**src/rtl/bip_pkg.sv**
```systemverilog
// Shared definitions for the BIP core: opcode constants, sequencer state
// encoding and default field widths. Imported by the sequencer and decoder.
package bip_pkg;

  localparam int unsigned PC_WIDTH_DEF      = 11;
  localparam int unsigned OPCODE_WIDTH_DEF  = 5;
  localparam int unsigned OPERAND_WIDTH_DEF = 11;
  localparam int unsigned CNT_WIDTH_DEF     = 32;

  // Instruction opcodes (instruction MSBs)
  localparam logic [4:0] HLT  = 5'd0;
  localparam logic [4:0] STO  = 5'd1;
  localparam logic [4:0] LD   = 5'd2;
  localparam logic [4:0] LDI  = 5'd3;
  localparam logic [4:0] ADD  = 5'd4;
  localparam logic [4:0] ADDI = 5'd5;
  localparam logic [4:0] SUB  = 5'd6;
  localparam logic [4:0] SUBI = 5'd7;

  // Fetch/execute sequencer states
  typedef enum logic [2:0] {
    ST_IDLE   = 3'd0,
    ST_FETCH  = 3'd1,
    ST_DECODE = 3'd2,
    ST_EXEC   = 3'd3,
    ST_PAUSE  = 3'd4,
    ST_HALT   = 3'd5
  } seq_state_e;

  // True for any opcode the core implements; everything else is a no-op
  function automatic logic is_defined_op(input logic [4:0] op);
    return (op <= SUBI);
  endfunction

endpackage

```
**src/rtl/bip_program_counter.sv**
```systemverilog
// Program counter register.
// Ports: clk, rst_n (async active-low), clr (sync clear, wins over inc),
//        inc (advance by one, wrapping), q (current count).
module bip_program_counter #(
  parameter int unsigned WIDTH = 11
) (
  input  logic             clk,
  input  logic             rst_n,
  input  logic             clr,
  input  logic             inc,
  output logic [WIDTH-1:0] q
);

  // Wraps naturally modulo 2^WIDTH
  always_ff @(posedge clk or negedge rst_n) begin
    if (!rst_n) begin
      q <= '0;
    end else if (clr) begin
      q <= '0;
    end else if (inc) begin
      q <= q + WIDTH'(1);
    end
  end

endmodule

```
**src/rtl/bip_sequencer.sv**
```systemverilog
// Fetch/execute controller for the BIP core. Owns PC and IR, fetches from the
// synchronous program memory and hands opcode/operand to the decoder with a
// one-cycle valid strobe. Run, single-step and restart come from debug/UART.
// Ports:
//   i_clk, i_rst_n            clock, async active-low reset
//   i_start, i_step_mode,     run control
//   i_step
//   o_imem_rd, o_pc, i_insn   program-memory read port (1-cycle latency)
//   o_opcode, o_operand,      IR fields and execute strobe to the decoder
//   o_valid
//   i_write_pc                decoder request to advance the PC
//   o_halted, o_busy          status
//   o_insn_count              retired instructions, saturating
module bip_sequencer
  import bip_pkg::*;
#(
  parameter int unsigned PC_WIDTH      = PC_WIDTH_DEF,
  parameter int unsigned OPCODE_WIDTH  = OPCODE_WIDTH_DEF,
  parameter int unsigned OPERAND_WIDTH = OPERAND_WIDTH_DEF,
  parameter int unsigned CNT_WIDTH     = CNT_WIDTH_DEF
) (
  input  logic                                  i_clk,
  input  logic                                  i_rst_n,
  input  logic                                  i_start,
  input  logic                                  i_step_mode,
  input  logic                                  i_step,
  output logic                                  o_imem_rd,
  output logic [PC_WIDTH-1:0]                   o_pc,
  input  logic [OPCODE_WIDTH+OPERAND_WIDTH-1:0] i_insn,
  output logic [OPCODE_WIDTH-1:0]               o_opcode,
  output logic [OPERAND_WIDTH-1:0]              o_operand,
  output logic                                  o_valid,
  input  logic                                  i_write_pc,
  output logic                                  o_halted,
  output logic                                  o_busy,
  output logic [CNT_WIDTH-1:0]                  o_insn_count
);

  localparam int unsigned INSN_WIDTH = OPCODE_WIDTH + OPERAND_WIDTH;

  seq_state_e state_q, state_d;

  logic [INSN_WIDTH-1:0] ir_q;
  logic [CNT_WIDTH-1:0]  cnt_q;
  logic                  restart;
  logic                  pc_inc;
  logic                  cnt_inc;

  assign o_opcode     = ir_q[INSN_WIDTH-1:OPERAND_WIDTH];
  assign o_operand    = ir_q[OPERAND_WIDTH-1:0];
  assign o_insn_count = cnt_q;

  // State register
  always_ff @(posedge i_clk or negedge i_rst_n) begin
    if (!i_rst_n) begin
      state_q <= ST_IDLE;
    end else begin
      state_q <= state_d;
    end
  end

  // Next-state and per-state control strobes
  always_comb begin
    state_d = state_q;
    restart = 1'b0;
    pc_inc  = 1'b0;
    cnt_inc = 1'b0;
    unique case (state_q)
      ST_IDLE: begin
        if (i_start) state_d = ST_FETCH;
      end
      ST_FETCH: begin
        state_d = ST_DECODE;
      end
      ST_DECODE: begin
        state_d = ST_EXEC;
      end
      ST_EXEC: begin
        cnt_inc = 1'b1;
        pc_inc  = i_write_pc;
        if (o_opcode == OPCODE_WIDTH'(HLT)) begin
          state_d = ST_HALT;
        end else if (i_step_mode) begin
          state_d = ST_PAUSE;
        end else begin
          state_d = ST_FETCH;
        end
      end
      ST_PAUSE: begin
        if (i_step) state_d = ST_FETCH;
      end
      ST_HALT: begin
        if (i_start) begin
          restart = 1'b1;
          state_d = ST_FETCH;
        end
      end
      default: begin
        state_d = ST_IDLE;
      end
    endcase
  end

  // Status outputs registered from the next state so they line up with state_q
  always_ff @(posedge i_clk or negedge i_rst_n) begin
    if (!i_rst_n) begin
      o_imem_rd <= 1'b0;
      o_valid   <= 1'b0;
      o_halted  <= 1'b0;
      o_busy    <= 1'b0;
    end else begin
      o_imem_rd <= (state_d == ST_FETCH);
      o_valid   <= (state_d == ST_EXEC);
      o_halted  <= (state_d == ST_HALT);
      o_busy    <= (state_d == ST_FETCH) || (state_d == ST_DECODE) ||
                   (state_d == ST_EXEC);
    end
  end

  // Instruction register: memory data arrives in DECODE
  always_ff @(posedge i_clk or negedge i_rst_n) begin
    if (!i_rst_n) begin
      ir_q <= '0;
    end else if (restart) begin
      ir_q <= '0;
    end else if (state_q == ST_DECODE) begin
      ir_q <= i_insn;
    end
  end

  // Retired-instruction counter, saturating at all-ones
  always_ff @(posedge i_clk or negedge i_rst_n) begin
    if (!i_rst_n) begin
      cnt_q <= '0;
    end else if (restart) begin
      cnt_q <= '0;
    end else if (cnt_inc && (cnt_q != {CNT_WIDTH{1'b1}})) begin
      cnt_q <= cnt_q + CNT_WIDTH'(1);
    end
  end

  bip_program_counter #(
    .WIDTH (PC_WIDTH)
  ) u_pc (
    .clk   (i_clk),
    .rst_n (i_rst_n),
    .clr   (restart),
    .inc   (pc_inc),
    .q     (o_pc)
  );

endmodule

```
**config.mk**
```make
export PLATFORM = sky130hd
export DESIGN_NAME = bip_sequencer
export DESIGN_NICKNAME = d
export VERILOG_FILES = /design/src/rtl/bip_pkg.sv /design/src/rtl/bip_program_counter.sv /design/src/rtl/bip_sequencer.sv
export SDC_FILE = /design/constraint.sdc
export NUM_CORES = 1
export LEC_CHECK = 0
export CORE_AREA = 8 8 89 91
export DETAILED_ROUTE_END_ITERATION = 6
export DIE_AREA = 0 0 97 99
export PLACE_DENSITY = 0.93
export RECOVER_POWER = 25
export SETUP_SLACK_MARGIN = 0.15
export SLEW_MARGIN = 15
export SYNTH_ARGS = -nofsm -noshare
export SYNTH_HDL_FRONTEND = slang
export SYNTH_HIERARCHICAL = 1
export SYNTH_SLANG_ARGS = --single-unit
export TNS_END_PERCENT = 20
```
**constraint.sdc**
```tcl
create_clock -name i_clk -period 3.9 [get_ports i_clk]
set_input_delay 0.585 -clock i_clk [delete_from_list [all_inputs] [get_ports i_clk]]
set_output_delay 0.585 -clock i_clk [all_outputs]
set_load 0.02 [all_outputs]
```
== Word-level counts from Yosys, hierarchy flattened ==
Cells that the tools add are included.
Operators by class
  $add $sub $neg: 2
  equal/unequal tests: 10
  multiplexer cells: 15
  reduce and logical (&&, ||, !) cells: 9
Operator list (count)
  32-bit 2-to-1 mux: 2
  32-bit by 1-bit adder with 32-bit output (second input constant): 1
  16-bit 2-to-1 mux: 2
  32-bit inequality test (second input constant): 1
  11-bit 2-to-1 mux: 2
  3-bit case mux with 5 select lines: 1
  3-bit by 2-bit == test with 1-bit output (second input constant): 4
  3-bit 2-to-1 mux: 4
  11-bit by 1-bit adder with 11-bit output (second input constant): 1
  3-bit == test (second input constant): 3
  3-bit by 1-bit == test with 1-bit output (second input constant): 2
  2-bit nonzero test: 3
  5-bit zero test: 1
  1-bit 2-to-1 mux: 4
  3-bit zero test: 1
  1-bit logical OR: 2
  2-bit OR reduction: 1
  1-bit logical AND: 1
Storage, ports and cells
  register bits: 66
  bits of input ports: 22
  output and inout port bits: 63
  logic and storage cells: 44

== Depth between registers and ports, before layout ==
Gate-level depths: netlist of run 1.
  word-level depth: 6
  gate-level depth with buffers: 8
  gate-level depth less buffers: 6

== By module ==
Netlist of run 1, hierarchy kept.
Modules (own cells, without submodules)
  bip_sequencer: instances 1, cells each 290, area an instance 2780.2 sq um, seq. area each 1376.3 sq um
  bip_program_counter: instances 1, cells each 54, area an instance 556.8 sq um, seq. area each 275.3 sq um

== Worst setup path after synthesis of run 1 ==
No wires, ideal clock.
  kind: register to register
  start: reg state_q[1]
  end: reg u_pc.q[9]
  library setup time: 0.125 ns
  arrival time: 2.279 ns
  data required time: 3.775 ns
  slack: 1.496 ns
  stages on the path, launching flop included: 9
  path buffers: 2
  clock period less this slack: 2.404 ns
  cell sequence: dfrtp_1 -> buf_4 -> nand2b_1 -> or2_2 -> inv_1 -> buf_1 -> o21ai_2 -> nor4_1 -> mux2_2
Between the ends
  word-level cells in the longest chain between the ends: 3
  elaborated cells on any way between the ends: 6
  classes of those cells: eq/ne: 2; mux: 3; reduce/logical: 1
Ends and longest elaborated chain
  start: declaration: RTL line bip_sequencer.sv:41  | seq_state_e state_q, state_d;
  start signal: assignment: RTL line bip_sequencer.sv:58  | state_q <= state_d;
  3-bit == test *: RTL line bip_sequencer.sv:68  | unique case (state_q)
  1-bit 2-to-1 mux *: RTL line bip_sequencer.sv:68
  net restart: RTL line bip_sequencer.sv:45  | logic restart;
  11-bit 2-to-1 mux or 2-bit nonzero test (tied branches)
  end signal: assignment: RTL line bip_program_counter.sv:21  | q <= q + WIDTH'(1);
  end: declaration: RTL line bip_program_counter.sv:11  | output logic [WIDTH-1:0] q
The timed path passes the listed nets; every way through them passes the cells marked *.
A chain may end at the register's enable or synchronous reset.

== Final worst setup path of run 1 ==
  start: in i_start
  end: reg u_pc.q[9]
Between the ends
  word-level cells in the longest chain between the ends: 3
  elaborated cells on any way between the ends: 4
  classes of those cells: mux: 3; reduce/logical: 1
Ends and longest elaborated chain
  start: declaration: RTL line bip_sequencer.sv:24  | input logic i_start,
  1-bit 2-to-1 mux *: RTL line bip_sequencer.sv:93  | if (i_start) begin
  1-bit 2-to-1 mux *: RTL line bip_sequencer.sv:68
  11-bit 2-to-1 mux or 2-bit nonzero test (tied branches)
Every way passes the cells marked *; elsewhere a longest branch is shown, timed or not.

==> impl_metrics.tcl, run 1 <==
set metrics [dict create \
    hold-path-endpoint "ir_q[7]$_DFFE_PN0P_" \
    dp_hpwl_um 6159 \
    period_needed_ns 2.485 \
    drt_pre_antenna_iters 4 \
    drc 0 \
    cts_buffers 9 \
    pre_cts_slack_ns 1.084 \
    wire_per_inst_um 16.66 \
    cts_resized 0 \
    rsz0062_at_grt "false" \
    hold_start "ir_q[7]$_DFFE_PN0P_" \
    synthFlopType "dfrtp_1" \
    core_um2 6569 \
    synthMuxAreaShare_pct 1.537 \
    place.gp.congestion 0.7888 \
    routed_wl_um 8496 \
    rrSetupSlack_ns 1.46 \
    syn_avg_cell_area_um2 9.700 \
    fin_setup_tns_ns 0 \
    cts_tree "done" \
    synth_compound_area_share_pct 16.24 \
    clock_skew_ns 0.003539 \
    finalHoldViolCount 0 \
    layout_commonest_cell "clkdlybuf4s50_1" \
    synthSimpleGateAreaFrac_pct 25.95 \
    cts.reportedPaths.clkPinSlew_ns 0.07 \
    fin_area_um2 4369 \
    synth_nets 368 \
    grt_first_pass_wirelength_um 14600 \
    num_vias 2918 \
    finalPower_uw 3300 \
    grt-ovfl-total 0 \
    n_antenna_cell 0 \
    layout-drive-gt1-share_pct 7.442 \
    cts_root_buffer "clkbuf_8" \
    drv_slew 33 \
    synth-xor-area-share_pct 2.887 \
    start_kind "input pin" \
    drt-initial-drc-count 84 \
    fp.dieW_um 97 \
    ys_ff_latch 66 \
    rows 30 \
    grt_usage_pct 18.42 \
    h-tree-depth 3 \
    synth_top_family_by_area "simple AND/OR/NAND/NOR gates" \
    start_util_pct 50.80 \
    postRouteAntennaNets 0 \
    grt_pass1_vias 3081 \
    cp-end-kind "flop" \
    finalCritPeriodShare_pct 63.71 \
    grt_max_degree 51 \
    placed_area_um2 4209 \
    synth_edf_count 0 \
    synth_cells 344 \
    synth_cell_types 52 \
    yosys_warnings 6 \
    layout_setup_ws_ns 1.415 \
    reg2reg_to "u_pc/q[9]$_DFFE_PN0P_" \
    io_buffers 84 \
    path_class "in -> reg" \
    async_flop_share_pct 100.0 \
    setup_viol 0 \
    ios 85 \
    dieArea_um2 9603 \
    slowest_delay_ns 0.47 \
    netlist_area_um2 3337 \
    outcome "complete, but fails checks" \
    cts_hold_buf 0 \
    routed_via_density 5.722 \
    max_cap_violations 1 \
    violations "max-capacitance violations, max-slew violations" \
    crit-reg2reg-launch "state_q[1]$_DFF_PN0_" \
    p_leak_uw 0.001815 \
    fill_cells 490 \
    min_path_type "reg -> reg" \
    r2r_cells 6 \
    syn_to_final_growth_pct 30.93 \
    worstSkewPairLatency_ns 0.35 \
    clk_path_buf_depth 2 \
    clock_sinks 66 \
    power_per_cell_area_nw_per_um2 755.3 \
    antenna_found_initial 0 \
    cp_max_fo 11 \
    final_cell_mix "clkdlybuf4s50_1, dfrtp_1, nand2_1" \
    synthAdderAreaFrac_pct 0.7499 \
    die_h_um 99 \
    cts_post_setup_buffers_inserted 0 \
    worstHoldPathCells 2 \
    worst_slew_pin_slew_ns 1.723 \
    cp_data_required_time_ns 4.13 \
    crit_slowest_cell "clkdlybuf4s50_1" \
    max-vdd-ir-drop_v 0.0004228 \
    clock.fmax_mhz 402.4 \
    ys_seq_area_share_pct 49.49 \
    arrival_ns 2.72 \
    nets 449 \
    path_cells "clkdlybuf4s50_1 > nand2_1 > or2_2 > inv_1 > o21ai_2 > nor4_1 > mux2_2" \
    max_slew_margin_pct -14.85 \
]
flip-flops by register name (all words and copies together) (netlist names):
signal	count
o_halted	1
o_valid	1
o_busy	1
o_insn_count	32
u_pc/q	11
state_q	3
o_imem_rd	1
ir_q	16
stage by stage:
stage	cells	hold WS [ns]	utilization, %
6_report	510	0.5226	66.51
5_1_grt	510	0.5467	66.51
4_1_cts	510	0.3042	66.57
3_5_place_dp	494	0.5183	64.08
3_3_place_gp	494	0.5082	64.08
2_1_floorplan	344	0.2894	-
power breakdown:
part           internal (uW)  switching [uW]
clock                    245             251
sequential               962             325
combinational            694             821
metal layers:
metal	up-vias	track usage [%]	part of all wire, %
met1	1410	19.64	39
li1	1417	-	-
met4	0	9.586	1.5
met5	-	0	0
met2	79	30.21	50
met3	12	8.188	9.3
worst max-delay path by stage:
stage                         startpoint  slack [ns]  cells after the start               endpoint
floorplan           state_q[1]$_DFF_PN0_        1.50                      8  u_pc/q[9]$_DFFE_PN0P_
global placement                 i_start        1.23                      7  u_pc/q[9]$_DFFE_PN0P_
detailed placement               i_start        1.08                      7  u_pc/q[9]$_DFFE_PN0P_
CTS                              i_start        1.45                      7  u_pc/q[9]$_DFFE_PN0P_
global route                     i_rst_n        1.02                      2   state_q[2]$_DFF_PN0_
finish                           i_start        1.42                      7  u_pc/q[9]$_DFFE_PN0P_
kinds of logic (layout without fill, tap and decap cells):
group | count (synthesis) | count (layout)
DFF | 66 | 66
and+or+nand+nor | 154 | 154
AOI/OAI and AO/OA | 83 | 83
muxes | 5 | 5
xor gates and xnor gates | 11 | 11
buffers and inverters | 23 | 109
adders and majority gates | 2 | 2
synthesized netlist by cell type, types with 2 or more instances:
| library cell | n | area, um^2 |
|---|---|---|
| clkbuf_1 | 4 | 15.01 |
| nor4_4 | 2 | 42.54 |
| ha_1 | 2 | 25.02 |
| mux2i_1 | 4 | 40.04 |
| inv_1 | 6 | 22.52 |
| o21ai_2 | 2 | 17.52 |
| o31ai_1 | 10 | 75.07 |
| xor2_1 | 7 | 61.31 |
| nand4_1 | 9 | 56.30 |
| nand2_1 | 62 | 232.7 |
| o31a_1 | 2 | 17.52 |
| or2_2 | 2 | 12.51 |
| o211ai_1 | 6 | 45.04 |
| buf_1 | 3 | 11.26 |
| a21oi_1 | 37 | 185.2 |
| and2_1 | 2 | 12.51 |
| buf_4 | 3 | 22.52 |
| o22ai_1 | 3 | 18.77 |
| or4_1 | 14 | 105.1 |
| and3_1 | 4 | 25.02 |
| nor2b_1 | 2 | 12.51 |
| or3_1 | 12 | 75.07 |
| nand3_1 | 11 | 55.05 |
| nor3_1 | 2 | 10.01 |
| dfrtp_1 | 66 | 1652 |
| buf_2 | 5 | 25.02 |
| and4_1 | 6 | 52.55 |
| nor2_1 | 16 | 60.06 |
| xnor2_1 | 4 | 35.03 |
| nor4_1 | 2 | 12.51 |
| o21ai_0 | 13 | 65.06 |
layout make-up:
class	instances	area, um^2	area share (%)
inverters	7	26.28	0.6014
flip-flops and latches	66	1652	37.80
clock buffers	13	148.9	3.408
well taps	80	100.1	2.291
multi-input cells	255	1580	36.17
repair buffers	86	847.1	19.39
clock inverters	3	15.01	0.3436
worst max-delay path: cells and delay by family:
kind,cells,cell delay (ns)
buffers and inverters,2,0.75
and+or+nand+nor,3,0.84
AOI/OAI and AO/OA,1,0.14
muxes,1,0.39
Note: power is estimated with default switching activity, not from simulation.
==> inputs of run 2 (changes only) <==
- CORE_AREA: 8 8 89 91 -> 8 8 97 99
- DIE_AREA: 0 0 97 99 -> 0 0 105 107
- PLACE_DENSITY: 0.93 -> 0.84
- clock period: 3.9 -> 2.05 ns (I/O delays scaled with it)
==> run 2 against run 1 <==
The run now ends clean. Register-to-register slack got worse by 1.3 ns. Power rose by 110%. Core utilization fell by 6.7 points. Count of clock-buffer cells in the layout rose by 1. Die area rose by 17%. Clock skew rose by 0.0015 ns. Sequential power rose by 81%. Worst setup slack got worse by 1.3 ns. Clock power rose by 120%. Sequential cell count did not move. Critical path type is now reg -> reg. Combinational power rose by 120%. Cell count rose by 11%.
==> impl_metrics.tcl, run 2 (same netlist as run 1, synthesis figures left out) <==
set metrics [dict create \
    worstSkewPairLatency_ns 0.34 \
    p_comb_share_pct 49.3 \
    holdWs_ns 0.4671 \
    reg2reg_to "o_insn_count[28]$_DFFE_PN0P_" \
    wire_per_inst_um 15.89 \
    cts_tree "done" \
    dp.cells 545 \
    n_antenna_cell 0 \
    core_um2 7928 \
    max_cap_violations 0 \
    pwr-share-seq_pct 34.5 \
    finalHoldViolCount 0 \
    grt_pass1_vias 3185 \
    finalPower_uw 6795 \
    layout-drive-gt1-share_pct 16.41 \
    syn_to_final_growth_pct 42.11 \
    finalCritPeriodShare_pct 93.54 \
    num_vias 3097 \
    slowest_delay_ns 0.40 \
    placed_area_um2 4473 \
    cp_data_required_time_ns 2.31 \
    cts.reportedPaths.clkPinSlew_ns 0.07 \
    max-vdd-ir-drop_v 0.0008154 \
    clock_skew_ns 0.005041 \
    start_kind "flop" \
    p_sw_uw 2753 \
    start_util_pct 42.09 \
    worst_slew_pin_slew_ns 0.6324 \
    h-tree-depth 3 \
    clock.fmax_mhz 521.5 \
    p_leak_uw 0.001990 \
    grt_max_degree 47 \
    cts_root_buffer "clkbuf_8" \
    crit_slowest_cell "dfrtp_2" \
    drt-initial-drc-count 103 \
    drc 0 \
    nets 482 \
    path_cells "ha_4 > nand2_4 > nor4_4 > buf_4 > nand4_1 > or3_1 > a21oi_1" \
    cts_buffers 9 \
    fin_area_um2 4742 \
    arrival_ns 2.18 \
    dieArea_um2 11240 \
    fp.dieW_um 105 \
    fin_util_pct 59.82 \
    path_class "reg -> reg" \
    period_needed_ns 1.918 \
    min_path_type "in -> async" \
    die_h_um 107 \
    crit-reg2reg-launch "o_insn_count[1]$_DFFE_PN0P_" \
    clk_path_buf_depth 2 \
    routed_wl_um 9023 \
    grt_first_pass_wirelength_um 14870 \
    cp_max_fo 5 \
    drt_pre_antenna_iters 4 \
    antenna_found_initial 0 \
    outcome "completed" \
    largest_register_ff_count 32 \
    r2r_cells 7 \
    startpoint "o_insn_count[1]$_DFFE_PN0P_" \
    rows 33 \
    fin_cells 568 \
    final_cell_mix "clkdlybuf4s50_1, dfrtp_1, nand2_1" \
    place.gp.congestion 0.7751 \
    p_int_uw 4042 \
    postRouteAntennaNets 0 \
    dp_hpwl_um 6584 \
    cp-end-kind "flop" \
    power_per_cell_area_nw_per_um2 1433 \
    ios 85 \
    rrSetupSlack_ns 0.13 \
    rsz0062_at_grt "true" \
    drv_slew 0 \
    pwr-share-clk_pct 16.2 \
    max_slew_margin_pct 57.84 \
    clock_sinks 66 \
    grt-ovfl-total 0 \
    switching_share_pct 40.52 \
    routed_via_density 5.452 \
    layout_commonest_cell "clkdlybuf4s50_1" \
    io_buffers 84 \
    grt_usage_pct 16.12 \
    setup_viol 0 \
]
## run 2: cell count changes in the layout (fill, tap and decap cells not counted), moves of 3 or more
cell | previous run | this run
buf_4 | 1 | 31
dfrtp_1 | 66 | 62
and4_2 | 0 | 3
and4_1 | 6 | 3
dfrtp_2 | 0 | 4
## run 2: critical path: cells and delay by family, from the launching register on
kind                       cells  cell delay (ns)
AOI/OAI and AO/OA              1             0.13
buffers and inverters          1             0.16
DFF                            1             0.40
adders and majority gates      1             0.16
and+or+nand+nor                4             0.97
## run 2: metal layers
layer	track usage, %	vias to the layer above	share of wire (%)
met4	4.281	0	1.1
li1	-	1486	-
met3	7.918	16	9.3
met5	0	-	0
met2	27.78	93	49
met1	17.27	1502	41
## run 2: stage by stage
| stage | setup TNS, ns | worst slack (ns) |
|---|---|---|
| floorplan | 0 | 0.1209 |
| CTS | 0 | 0.07980 |
| finish | 0 | 0.1325 |
| detailed placement | -0.1005 | -0.06912 |
| global placement | -0.03112 | -0.03112 |
| global route | 0 | 0.03574 |
## run 2: repair_timing
| action | in CTS | in global routing |
|---|---|---|
| setup endpoints to repair | 22 | 28 |
| hold buffers | 1 | 0 |
| buffers inserted | 2 | 4 |
| cloned | 0 | 0 |
| endpoints found under the hold margin | 21 | 0 |
| pin swaps | 1 | 4 |
| gates resized for setup | 1 | 11 |
## run 2: worst max-delay path by stage
| stage | to | slack, ns | depth (start not counted) |
|---|---|---|---|
| final | o_insn_count[28]$_DFFE_PN0P_ | 0.13 | 7 |
| after global placement | u_pc/q[9]$_DFFE_PN0P_ | -0.03 | 7 |
| after CTS | o_insn_count[28]$_DFFE_PN0P_ | 0.08 | 6 |
| after detailed placement | u_pc/q[9]$_DFFE_PN0P_ | -0.07 | 7 |
| after global routing | o_insn_count[28]$_DFFE_PN0P_ | 0.04 | 7 |
| after floorplan | u_pc/q[9]$_DFFE_PN0P_ | 0.12 | 8 |
## run 2: power groups by stage
stage,clock [uW],combinational (uW),sequential [uW]
2_1_floorplan,0,1110,2920
3_3_place_gp,0,3260,2300
3_5_place_dp,0,3340,2340
4_1_cts,1120,3360,2320
5_1_grt,1180,3650,2420
6_report,1100,3350,2340
## run 2: area by class of cell
type                            count  area, um^2
Tap cell                          105       131.4
Fill cell                         686        3186
Clock inverter                      2       35.03
Timing Repair Buffer              119        1092
Sequential cell                    66        1657
Clock buffer                       14       162.7
Multi-Input combinational cell    255        1635
Inverter                            7       28.78
==> edit 1: new RTL, flow settings as in run 2 <==
Change the package constant `PC_WIDTH_DEF` from 11 to 22.
--- a/src/rtl/bip_pkg.sv
+++ b/src/rtl/bip_pkg.sv
@@ -4,3 +4,3 @@
 
-  localparam int unsigned PC_WIDTH_DEF      = 11;
+  localparam int unsigned PC_WIDTH_DEF      = 22;
   localparam int unsigned OPCODE_WIDTH_DEF  = 5;
Interface: changed (resized o_pc); port bits go from 85 to 96. The function was not compared with the original's and may differ.
==> edit 1 against run 2 <==
Utilization grew 10 points. Routed wire length grew 21%. Design area grew 17%. Non-clock buffer count grew 18. Sequential cell count grew 11. Power grew 3.8%. Highest routed layer unchanged. Largest power group unchanged. Sequential power grew 9.4%. Critical endpoint is now u_pc/q[14]$_DFFE_PN0P_. Setup slack lost 0.0074 ns. Synthesized area grew 18%.
==> edit 1: results (changes against run 2) <==
[outcome]
status = completed

[finish]
nFillCells = 608  ; -11%
nets = 558  ; +16%
antenna-diode-count = 0  ; unchanged
largest_register_ffs = 32  ; unchanged
drive_above_1_share = 0.171  ; +0.00654

[global_routing]
grt_pass1_wl_um = 17900  ; +21%
track_usage = 0.192  ; +0.0310
grt_start_max_net_pins = 51  ; +8.5%
grt_pass1_vias = 3757  ; +18%
antenna_found_initial = 0  ; unchanged

[clock_tree]
hold_buffers = 1  ; unchanged
cts_root_buf = clkbuf_8
post_cts_resized = 8  ; +7
cts_buffer_depth = 2  ; unchanged
cts_buffers = 9  ; unchanged
post-cts-setup-buffers = 6  ; +4
cts_max_level = 3  ; unchanged
clk_latency_ns = 0.35
cts.clk_slew.worst_paths_ns = 0.08

[job]
maxCapViolCount = 0  ; unchanged

[route]
vias = 3690  ; +19%
routedWlPerCell_um = 16.9  ; +6.4%
drt_iter0_drc = 172  ; +67%
drt_pass1_iterations = 4  ; unchanged

[logic_synthesis]
synth_warnings = 6  ; unchanged
synth.distinct_cells = 55  ; +5.8%
async_reset_ff_frac = 1.00  ; unchanged
synth_fp_nets = 430  ; +17%
synth_common_cells = dfrtp_1 (77), nand2_1 (66), a21oi_1 (37)
ys_seq_area_frac = 0.491  ; -0.00402
netlist_top_cells_area = dfrtp_1 (49%), nand2_1 (6.3%), a21oi_1 (4.7%)
synth_top_area_share = 0.491  ; -0.00402

[placement]
dp_hpwl_um = 7690  ; +17%
place.gp.congestion = 0.853  ; +10%
portBuffers = 95  ; +13%

[critical_path]
path_max_fanout = 6  ; +1
worstPathArrival_ns = 2.20  ; +0.02 ns

[power]
switching_share = 0.413  ; +0.00807
vdd_drop_max_mv = 0.801  ; -1.7%
p_leak_uw = 0.00240  ; +21%

[sta]
max_slew_margin = 0.519  ; -0.0592
finClkSkew_ns = 0.00358  ; -0.00146 ns

[min_path]
hold_class = in -> reg

## edit 1: power groups by stage
stage / clock network (uW) / logic, uW / registers, uW
final: 981 / 3520 / 2560
after global routing: 1060 / 3800 / 2640
after CTS: 1000 / 3430 / 2540
after detailed placement: 0 / 3350 / 2550
after global placement: 0 / 3250 / 2520
after floorplan: 0 / 1120 / 3130
## edit 1: metrics by stage
| stage | instances | setup slack [ns] | power (uW) | area [um^2] | TNS (ns) |
|---|---|---|---|---|---|
| 2_1_floorplan | 406 | 0.0302 | 4250 | 3970 | 0 |
| 3_3_place_gp | 615 | -0.0253 | 5770 | 5160 | -0.0354 |
| 3_5_place_dp | 615 | -0.0702 | 5910 | 5160 | -0.812 |
| 4_1_cts | 638 | 0.123 | 6970 | 5410 | 0 |
| 5_1_grt | 644 | 0.0253 | 7490 | 5540 | 0 |
| 6_report | 644 | 0.125 | 7050 | 5540 | 0 |
## edit 1: path summary, 6_finish.rpt
kind / from / end / slack (ns) / cells after the start
worst max-delay path: state_q[0]$_DFF_PN0_ / u_pc/q[14]$_DFFE_PN0P_ / 0.13 / 8
worst min-delay path: i_insn[7] / ir_q[7]$_DFFE_PN0P_ / 0.49 / 3
worst max register to register: state_q[0]$_DFF_PN0_ / u_pc/q[14]$_DFFE_PN0P_ / 0.13 / 8
worst min register to register: ir_q[7]$_DFFE_PN0P_ / ir_q[7]$_DFFE_PN0P_ / 0.53 / 2
max in group asynchronous: i_rst_n / o_insn_count[28]$_DFFE_PN0P_ / 0.74 / 3
min in group asynchronous: i_rst_n / o_valid$_DFF_PN0_ / 0.59 / 2
## edit 1: kinds of logic after synthesis
family	count (synthesis)	synth area share
xor+xnor	19	0.0424
flops	77	0.491
fa+ha+maj	2	0.00637
buf+inv	26	0.0322
simple gates	191	0.278
mux	5	0.0131
compound gates	86	0.137
## edit 1: final cells by class
type / instances / area (um^2) / share of cell area
Multi-Input combinational cell: 303 / 1980 / 0.358
Timing Repair Buffer: 137 / 1320 / 0.237
Tap cell: 105 / 131 / 0.0237
Clock inverter: 6 / 30.0 / 0.00542
Clock buffer: 10 / 128 / 0.0230
Inverter: 6 / 25.0 / 0.00451
Sequential cell: 77 / 1930 / 0.348
## edit 1: worst max-delay path, cell delays in order, from the launching register on
cell and delay (ns):
dfrtp_1 0.41, buf_4 0.16, nand2_1 0.06, or2_4 0.26, inv_4 0.08, o2111a_2 0.28, nand3_4 0.09, or4_1 0.41
o21ai_1 0.10
## edit 1: metal layers
metal,vias to the layer above,wire (um),global-route usage
li1,1741,-,-
met1,1785,4460,0.224
met2,142,5280,0.318
met3,22,886,0.0582
met4,0,253,0.0938
met5,-,0,0
==> edit 2: new RTL, config.mk and constraints of run 2 <==
Made on the original files. Put a register stage on the output `o_opcode`, cleared by the reset. The value now appears one clock later. The other outputs are not delayed to match.
--- a/src/rtl/bip_sequencer.sv
+++ b/src/rtl/bip_sequencer.sv
@@ -40,2 +40,4 @@
 
+  logic [OPCODE_WIDTH-1:0] o_opcode_d;
+
   seq_state_e state_q, state_d;
@@ -48,3 +50,3 @@
 
-  assign o_opcode     = ir_q[INSN_WIDTH-1:OPERAND_WIDTH];
+  assign o_opcode_d   = ir_q[INSN_WIDTH-1:OPERAND_WIDTH];
   assign o_operand    = ir_q[OPERAND_WIDTH-1:0];
@@ -80,3 +82,3 @@
         pc_inc  = i_write_pc;
-        if (o_opcode == OPCODE_WIDTH'(HLT)) begin
+        if (o_opcode_d == OPCODE_WIDTH'(HLT)) begin
           state_d = ST_HALT;
@@ -151,2 +153,10 @@
 
+  always_ff @(posedge i_clk or negedge i_rst_n) begin
+    if (!i_rst_n) begin
+      o_opcode <= '0;
+    end else begin
+      o_opcode <= o_opcode_d;
+    end
+  end
+
 endmodule
Function: changed (a bounded check fails within 4 cycles, from zero or initial values and one cycle with i_rst_n low).
==> edit 2 against run 2 <==
Setup slack got worse by 0.089 ns. Synthesized area is 8.1% higher. Power grew 9.5%. Clock skew increased by 0.0048 ns. Sequential power is 2% higher. Routed wire length rose by 15%. Synthesized cell count rose by 10%. Die area is the same. Design area increased by 11%. Sequential cell count rose by 5. Critical path type unchanged.
==> edit 2: results (changes against run 2) <==
[outcome]
status = completed

[finish]
seqCellArea_mm2 = 0.00178  ; +7.6%
clkCellAreaFrac = 0.0396  ; -0.00213
buf_share = 0.262  ; +0.0316
inverters = 13  ; +6
buffers = 152  ; +28%
fin_util = 0.666  ; +0.0682
nFillCells = 638  ; -7.0%
nClkBuffers = 12  ; -2
nets = 540  ; +12%
largest_register_ffs = 32  ; unchanged
multi_input_gates = 269  ; +5.5%

[power]
switching_share = 0.402  ; -0.00337
vdd_drop_max_mv = 0.800  ; -1.9%
power_frac_clock = 0.159  ; -0.003
p_leak_uw = 0.00219  ; +9.9%
clk-power_uw = 1180  ; +7%
power_sequential_uw = 2390  ; +2%

[min_path]
hold_class = reg -> reg
whs_endpoint = o_opcode[1]$_DFF_PN0_

[clock_tree]
cts_root_buf = clkbuf_8
post-cts-setup-buffers = 2  ; unchanged
post_cts_resized = 8  ; +7

[global_routing]
grtUsageMet2 = 0.322  ; +0.0443
grt_pass1_wl_um = 16800  ; +13%
track_usage = 0.182  ; +0.0207
grtUsageMet1 = 0.214  ; +0.0409
grt_pass1_vias = 3436  ; +7.9%
met3_usage = 0.0486  ; -0.0306
grt_start_max_net_pins = 31  ; -34%

[route]
drt_iter0_drc = 178  ; +73%
routed_wirelength_um = 10400  ; +15%
dr_wl_met2_um = 5290  ; +19%
met3_length_um = 680  ; -19%
drt_pass1_iterations = 5  ; +1
drt-met1-wl_um = 4290  ; +17%

[logic_synthesis]
yosys.area_share.adder = 0.00694  ; -0.000562
netlist_top_cells_area = dfrtp_1 (49%), nand2_1 (5.5%), a21oi_1 (4.3%)
synthMuxAreaShare = 0.0114  ; -0.00393
synth_fp_nets = 404  ; +9.8%
synth.distinct_cells = 51  ; -1.9%
synth_common_cells = dfrtp_1 (71), nand2_1 (53), a21oi_1 (31)
ys_seq_area_frac = 0.493  ; -0.00240
synth-xor-area-share = 0.0364  ; +0.00755
synth_compound_area_frac = 0.140  ; -0.0226
synthCells = 380  ; +10%
synth_seq_cells = 71  ; +7.6%

[placement]
place_area_mm2 = 0.00482  ; +7.7%
dp_hpwl_um = 7370  ; +12%
place.gp.congestion = 0.856  ; +10%
dpl_worst_slack_ns = -0.00691  ; +0.0622 ns

[sta]
max_slew_margin = 0.213  ; -0.366
whs_ns = 0.397  ; -0.0705 ns
finClkSkew_ns = 0.00980  ; +0.00476 ns

[critical_path]
worstPathArrival_ns = 2.27  ; +0.09 ns
reg2reg_from = o_insn_count[23]$_DFFE_PN0P_
rrSetupSlack_ns = 0.04  ; -0.09 ns
path_max_fanout = 6  ; +1
rr_endpoint = o_insn_count[0]$_DFFE_PN0P_
critical-path-max-stage-delay_ns = 0.58  ; +0.18 ns

## edit 2: cell types whose count changed in the layout (fill, tap and decap cells not counted), sizes merged, moves of 6 or more
cell	delta
nor2	+9
buf	+34
nand2	-9
nand4	+6
xnor2	+6
inv	+6
nand3	+7
## edit 2: worst max-delay path by stage
stage	from	to	slack [ns]	depth (start not counted)
2_1_floorplan	state_q[1]$_DFF_PN0_	u_pc/q[9]$_DFFE_PN0P_	-0.04	10
3_3_place_gp	i_start	u_pc/q[9]$_DFFE_PN0P_	0.02	7
3_5_place_dp	i_start	u_pc/q[7]$_DFFE_PN0P_	-0.007	8
4_1_cts	o_insn_count[11]$_DFFE_PN0P_	o_insn_count[30]$_DFFE_PN0P_	0.08	5
5_1_grt	o_insn_count[23]$_DFFE_PN0P_	o_insn_count[0]$_DFFE_PN0P_	-0.01	7
6_report	o_insn_count[23]$_DFFE_PN0P_	o_insn_count[0]$_DFFE_PN0P_	0.04	7
